[config.mk]
export PLATFORM = sky130hd
export DESIGN_NAME = sc_stream_acc_flat
export DESIGN_NICKNAME = d
export VERILOG_FILES = /design/src/rtl/sc_stream_acc_if.sv /design/src/rtl/sc_stream_acc.sv /design/src/flat_wrapper.sv
export SDC_FILE = /design/constraint.sdc
export NUM_CORES = 1
export LEC_CHECK = 0
export CAP_MARGIN = 10
export CORE_MARGIN = 3
export CORE_UTILIZATION = 50
export CTS_CLUSTER_SIZE = 20
export DETAILED_ROUTE_END_ITERATION = 10
export PLACE_DENSITY = 0.73
export SETUP_SLACK_MARGIN = 0.4
export SLEW_MARGIN = 20
export SYNTH_ARGS = -nofsm -noshare
export SYNTH_HDL_FRONTEND = slang
export SYNTH_SLANG_ARGS = --single-unit
[constraint.sdc]
create_clock -name clk -period 2.3 [get_ports clk]
set_input_delay 0.345 -clock clk [delete_from_list [all_inputs] [get_ports clk]]
set_output_delay 0.345 -clock clk [all_outputs]
set_load 0.1 [all_outputs]
[src/rtl/sc_stream_acc_if.sv]
// Stream interface between a bitstream producer/result consumer and the
// stochastic-to-binary accumulator.
//
// Handshake: out_cnt is a completed result whenever out_valid is high, and it
// holds steady until the consumer takes it. A transfer happens on a rising
// clock edge where out_valid and out_ready are both high. out_valid never
// waits on out_ready. in_bit is consumed on every edge where in_valid is high
// while a window is open; in_valid low is a stall, and there is no
// back-pressure on the input side.
interface sc_stream_acc_if #(
  parameter int LOG_WIN = 8
);
  logic               start;
  logic               abort;
  logic               in_bit;
  logic               in_valid;
  logic               busy;
  logic [LOG_WIN:0]   out_cnt;
  logic               out_valid;
  logic               out_ready;

  modport master (
    output start, abort, in_bit, in_valid, out_ready,
    input  busy, out_cnt, out_valid
  );

  modport slave (
    input  start, abort, in_bit, in_valid, out_ready,
    output busy, out_cnt, out_valid
  );
endinterface

[src/rtl/sc_stream_acc.sv]
// Stochastic-to-binary converter. It counts the 1s in a bitstream over a
// window of 2**LOG_WIN accepted bits and offers the count as a result.
// fsm_state exposes the controller state: 0 = IDLE, 1 = ACC, 2 = DONE.
module sc_stream_acc #(
  parameter int LOG_WIN = 8
) (
  input  logic              clk,
  input  logic              rst,
  sc_stream_acc_if.slave    bus,
  output logic [1:0]        fsm_state
);
  localparam int CW = LOG_WIN + 1;
  // The window length is 2**LOG_WIN. The counters are one bit wider, so an
  // all-ones window reads exactly 2**LOG_WIN and never wraps.
  localparam logic [CW-1:0] WIN = {1'b1, {LOG_WIN{1'b0}}};
  localparam logic [CW-1:0] ONE = {{LOG_WIN{1'b0}}, 1'b1};

  typedef enum logic [1:0] {
    IDLE = 2'd0,
    ACC  = 2'd1,
    DONE = 2'd2
  } state_t;

  state_t          state, state_nxt;
  logic [CW-1:0]   ones, ones_nxt;
  logic [CW-1:0]   win_cnt, win_nxt;
  logic [CW-1:0]   cnt, cnt_nxt;
  logic [CW-1:0]   ones_inc;
  logic [CW-1:0]   win_inc;

  assign ones_inc = ones + {{LOG_WIN{1'b0}}, bus.in_bit};
  assign win_inc  = win_cnt + ONE;

  // Next-state, counter and result logic for the IDLE / ACC / DONE controller.
  always_comb begin
    state_nxt = state;
    ones_nxt  = ones;
    win_nxt   = win_cnt;
    cnt_nxt   = cnt;
    case (state)
      IDLE: begin
        if (bus.start) begin
          state_nxt = ACC;
          ones_nxt  = '0;
          win_nxt   = '0;
        end
      end
      ACC: begin
        // Abort wins over a window that would complete on the same edge.
        if (bus.abort) begin
          state_nxt = IDLE;
          ones_nxt  = '0;
          win_nxt   = '0;
        end else if (bus.in_valid) begin
          ones_nxt = ones_inc;
          win_nxt  = win_inc;
          // The bit that fills the window still counts toward the result.
          if (win_inc == WIN) begin
            state_nxt = DONE;
            cnt_nxt   = ones_inc;
          end
        end
      end
      DONE: begin
        if (bus.abort) begin
          state_nxt = IDLE;
          ones_nxt  = '0;
          win_nxt   = '0;
        end else if (bus.out_ready) begin
          // A handshake together with start opens the next window at once.
          // cnt is left alone, so the last result stays visible.
          state_nxt = bus.start ? ACC : IDLE;
          ones_nxt  = '0;
          win_nxt   = '0;
        end
      end
      default: begin
        state_nxt = IDLE;
        ones_nxt  = '0;
        win_nxt   = '0;
      end
    endcase
  end

  // State and counter registers with synchronous reset.
  always_ff @(posedge clk) begin
    if (rst) begin
      state   <= IDLE;
      ones    <= '0;
      win_cnt <= '0;
      cnt     <= '0;
    end else begin
      state   <= state_nxt;
      ones    <= ones_nxt;
      win_cnt <= win_nxt;
      cnt     <= cnt_nxt;
    end
  end

  assign bus.busy      = (state == ACC);
  assign bus.out_valid = (state == DONE);
  assign bus.out_cnt   = cnt;
  assign fsm_state     = state;
endmodule
[src/flat_wrapper.sv]
// flat-port wrapper written by rule: the top's interface ports become plain ports
module sc_stream_acc_flat 
#(
  parameter int LOG_WIN = 8
)
  (clk, rst, fsm_state, bus_start, bus_abort, bus_in_bit, bus_in_valid, bus_out_ready, bus_busy, bus_out_cnt, bus_out_valid);
  sc_stream_acc_if #(.LOG_WIN(LOG_WIN)) bus_i ();
  input  logic clk;
  input  logic rst;
  output logic [1:0] fsm_state;
  input wire logic [$bits(bus_i.start)-1:0] bus_start;
  input wire logic [$bits(bus_i.abort)-1:0] bus_abort;
  input wire logic [$bits(bus_i.in_bit)-1:0] bus_in_bit;
  input wire logic [$bits(bus_i.in_valid)-1:0] bus_in_valid;
  input wire logic [$bits(bus_i.out_ready)-1:0] bus_out_ready;
  output wire logic [$bits(bus_i.busy)-1:0] bus_busy;
  output wire logic [$bits(bus_i.out_cnt)-1:0] bus_out_cnt;
  output wire logic [$bits(bus_i.out_valid)-1:0] bus_out_valid;
  assign bus_i.start = bus_start;
  assign bus_i.abort = bus_abort;
  assign bus_i.in_bit = bus_in_bit;
  assign bus_i.in_valid = bus_in_valid;
  assign bus_i.out_ready = bus_out_ready;
  assign bus_busy = bus_i.busy;
  assign bus_out_cnt = bus_i.out_cnt;
  assign bus_out_valid = bus_i.out_valid;
  sc_stream_acc #(.LOG_WIN(LOG_WIN)) u_core (.clk(clk), .rst(rst), .bus(bus_i), .fsm_state(fsm_state));
endmodule
==> metrics.md <==
| Metric | Value |
|---|---|
| Worst hold path type | register to register |
| Clock sink count | 29 |
| Status | completed |
| Critical path arrival | roughly 2.2 ns |
| Area of placed instances | 1890 um^2 |
| Vias | around 1.6k |
| RSZ-0062 raised after global routing | true |
| Cell Pwr Density | 494 nW/um^2 |
| Synth top area share | a little over a third |
| Placer Congestion | 0.789 |
| Max rail drop VDD | about 500 uV |
| Drt first pass iters | 4 |
| Max stage delay on crit path | approximately 0.48 ns |
| Fin. max-slew vios | 0 |
| H-tree levels | 2 |
| Clk pin slew, worst setup/hold paths | ~0.10 ns |
| Std cell rows | 20 |
| Crit-path cells | buf_6 > nand4_1 > o21ai_2 > o41ai_4 > o211ai_1 > o21ai_1 > a21oi_1 |
| Post-Place Cells | about 260 |
| Largest net degree at the start of global routing | 30 |
| Design area | 2210 um^2 |
| Top_reg_cell synth | dfxtp_1 |
| Synth async-reset ratio | 0% |
| Cell depth of the worst min-delay path | 2 |
| R2R cell count | 7 |
| Reg-to-reg endpoint | u_core.bus.out_cnt[0] |
| Avg WL per Cell | between 15 and 20 um |
| Slowest cell on crit path | o211ai_1 |
| Worst setup path class | register to register |
| Detailed placement HPWL | 2520 um |
| Peak Freq | around 510 MHz |
| Congestion Overflow GR | 0 |
| Hold Startpoint | u_core.ones[0] |
| Final setup vio count | 0 |
| Final std cells w/o fill | between 200 and 300 |
| Cell area after synthesis | between 1500 and 2000 um^2 |
| Drt drc | 0 |
| Clock buffer depth | 2 |
| Slew headroom | approximately 65% |
| # hold bufs at CTS | 0 |
| Yosys warns | 0 |
| Vias in the first global route | roughly 1.5k |
| Fin Clk Skew | roughly 0.0080 ns |
| Syn_nets | between 200 and 250 |
| Height of the die | 63.6 um |
| Port bufs | 19 |
| Mapped Cells | between 150 and 200 |
| Worst-Skew Late Latency | 0.33 ns |
| Final ANT Viol Nets | 0 |
| I/O pin cnt | 20 |
| Crit end category | register |
| Antenna Cells | 0 |
| Initial DRC count | roughly 120 |
| Distinct cells, synth | 45 |
| Root Buffer | clkbuf_4 |
| Die area | 4040 um^2 |
| First-pass GRT wire length | between 6000 and 7000 um |
| Vias per std cell | 5.85 |
| Final period util | between 80 and 90% |
| Min Clock Period, post-route | 1.95 ns |
| Mean Syn Cell Area | 8.41 um^2 |
| Startpoint Class | register |
| Synth Register Bits | 29 |
| Sum Neg Setup Slack | 0 ns |
| Antenna violations before repair | 0 |
| Overall routing resource usage | a little over a fifth |
| Area leader, netlist | dfxtp_1 |
| Required @ worst endpoint | around 2.6 ns |
| WHS Endpoint | u_core.ones[0] |
| Most frequent cell after synthesis | dfxtp_1 |
| CTS tree | built |
| Area contributors post-synth | dfxtp_1 (35%), a21oi_1 (8.2%), nor2_1 (5.0%) |
| Worst-Margin Slew | between 0.5 and 0.6 ns |
| Final hold viol count | 0 |
| Max Cap Viol | 0 |
| Core Box Area | 3100 um^2 |
| R2R setup slack | between 0.3 and 0.4 ns |
| Chip Width | around 64 um |
| Layout overhead on the synthesized area | 33.5% |
| Initial Util | between 50% and 60% |
| Synth top cells by count | dfxtp_1 (29), a21oi_1 (27), nor2_1 (22) |
| Crit path max fanout | 7 |
| Register area share after synthesis | between 30% and 40% |
| Post-synth EDFFs | 0 |
| Ratio of cells with drive above 1 in the final layout | 35.0% |
| P_leak | just over 0.8 nW |
| TritonCTS Buffers | 5 |
| Final wirelength | 4230 um |
| FF-to-FF Start | u_core.win_cnt[1] |
| Final nets | about 240 |
per-layer routing:
layer / up-vias / global-route usage (%) / routed length (um)
li1: 798 / - / -
met1: 773 / 25.8 / 1900
met2: 45 / 35.6 / 2030
met3: 11 / 6.77 / 202
met4: 0 / 9.16 / 96
met5: - / 0 / 0
registers in the layout, summed over array words and instances (netlist names):
register and cells:
u_core.bus.out_cnt 9, u_core.ones 9, u_core.win_cnt 9, u_core.fsm_state 2
cells by family (layout without fill, tap and decap cells):
| kind of cell | count (synthesis) | in the layout | synth area share [%] |
|---|---|---|---|
| buffers and inverters | 13 | 49 | 5.89 |
| flip-flops | 29 | 29 | 35.0 |
| XOR/XNOR | 8 | 8 | 4.23 |
| AND/OR/NAND/NOR | 81 | 81 | 27.0 |
| adder cells (fa/ha/maj) | 4 | 4 | 3.02 |
| AO/OA/AOI/OAI | 62 | 63 | 24.9 |
worst max-delay path by stage:
stage / startpoint / endpoint / depth (start not counted)
5_1_grt: u_core.win_cnt[5] / u_core.bus.out_cnt[8] / 6
2_1_floorplan: u_core.fsm_state[0] / u_core.win_cnt[8] / 7
3_3_place_gp: bus_abort / u_core.bus.out_cnt[4] / 8
6_report: u_core.win_cnt[1] / u_core.bus.out_cnt[0] / 7
3_5_place_dp: bus_in_bit / u_core.bus.out_cnt[8] / 8
4_1_cts: u_core.win_cnt[1] / u_core.bus.out_cnt[0] / 6
worst max-delay path, delay by kind of cell, from the launching register on:
family                 cells  cell delay (ns)
AOI/OAI and AO/OA          5             1.17
DFF                        1             0.38
and+or+nand+nor            1             0.21
buffers and inverters      1             0.13
what timing repair did:
action                     in CTS  in global routing
setup buffers                   5                  7
setup endpoints to repair      11                 12
cloned                          1                  0
pin swaps                       1                  9
resized for setup               9                 22
hold endpoints to repair        0                  0
layout make-up:
class | instances | area [um^2]
clock buffer | 6 | 62.6
fill | 249 | 892
timing repair buffer | 40 | 339
clock inverter | 2 | 35.0
sequential | 29 | 606
tap | 44 | 55.1
inverter | 1 | 3.75
multi-input combinational | 156 | 1110
through the flow:
step	util (%)	hold WS (ns)	setup slack (ns)	power [mW]
4_1_cts	66.8	0.480	0.388	1.10
6_report	71.3	0.476	0.355	1.09
2_1_floorplan	-	0.436	0.354	0.584
3_5_place_dp	61.0	0.465	0.106	0.617
5_1_grt	71.3	0.510	0.252	1.14
3_3_place_gp	61.0	0.455	0.218	0.616
placed cells by master, fill, tap and decap left out, types with 2 or more instances in the layout:
cell              n
nor3_4            2
nand2_2           2
o21ai_0          12
or3_1             3
nor3_1            5
dfxtp_2           2
nor2b_4           3
a22oi_1           3
dfxtp_1          21
xnor2_1           4
nand3b_1          4
nor3_2            2
clkdlybuf4s50_1   6
nand3_1           6
nand4_1           5
nor2_1           22
clkbuf_4          5
o21ai_1           3
a311oi_2          5
a21oi_1          27
buf_4            30
xor2_1            3
nand2_1          11
dfxtp_4           6
ha_1              2
and3_1            5
o211a_4           2
buf_6             3
report_power, final:
group / total, mW / switching [mW] / internal, mW
Sequential: 0.503 / 0.00521 / 0.498
Combinational: 0.103 / 0.0654 / 0.0376
Clock: 0.486 / 0.193 / 0.293
Note: power is estimated with default switching activity, not from simulation.
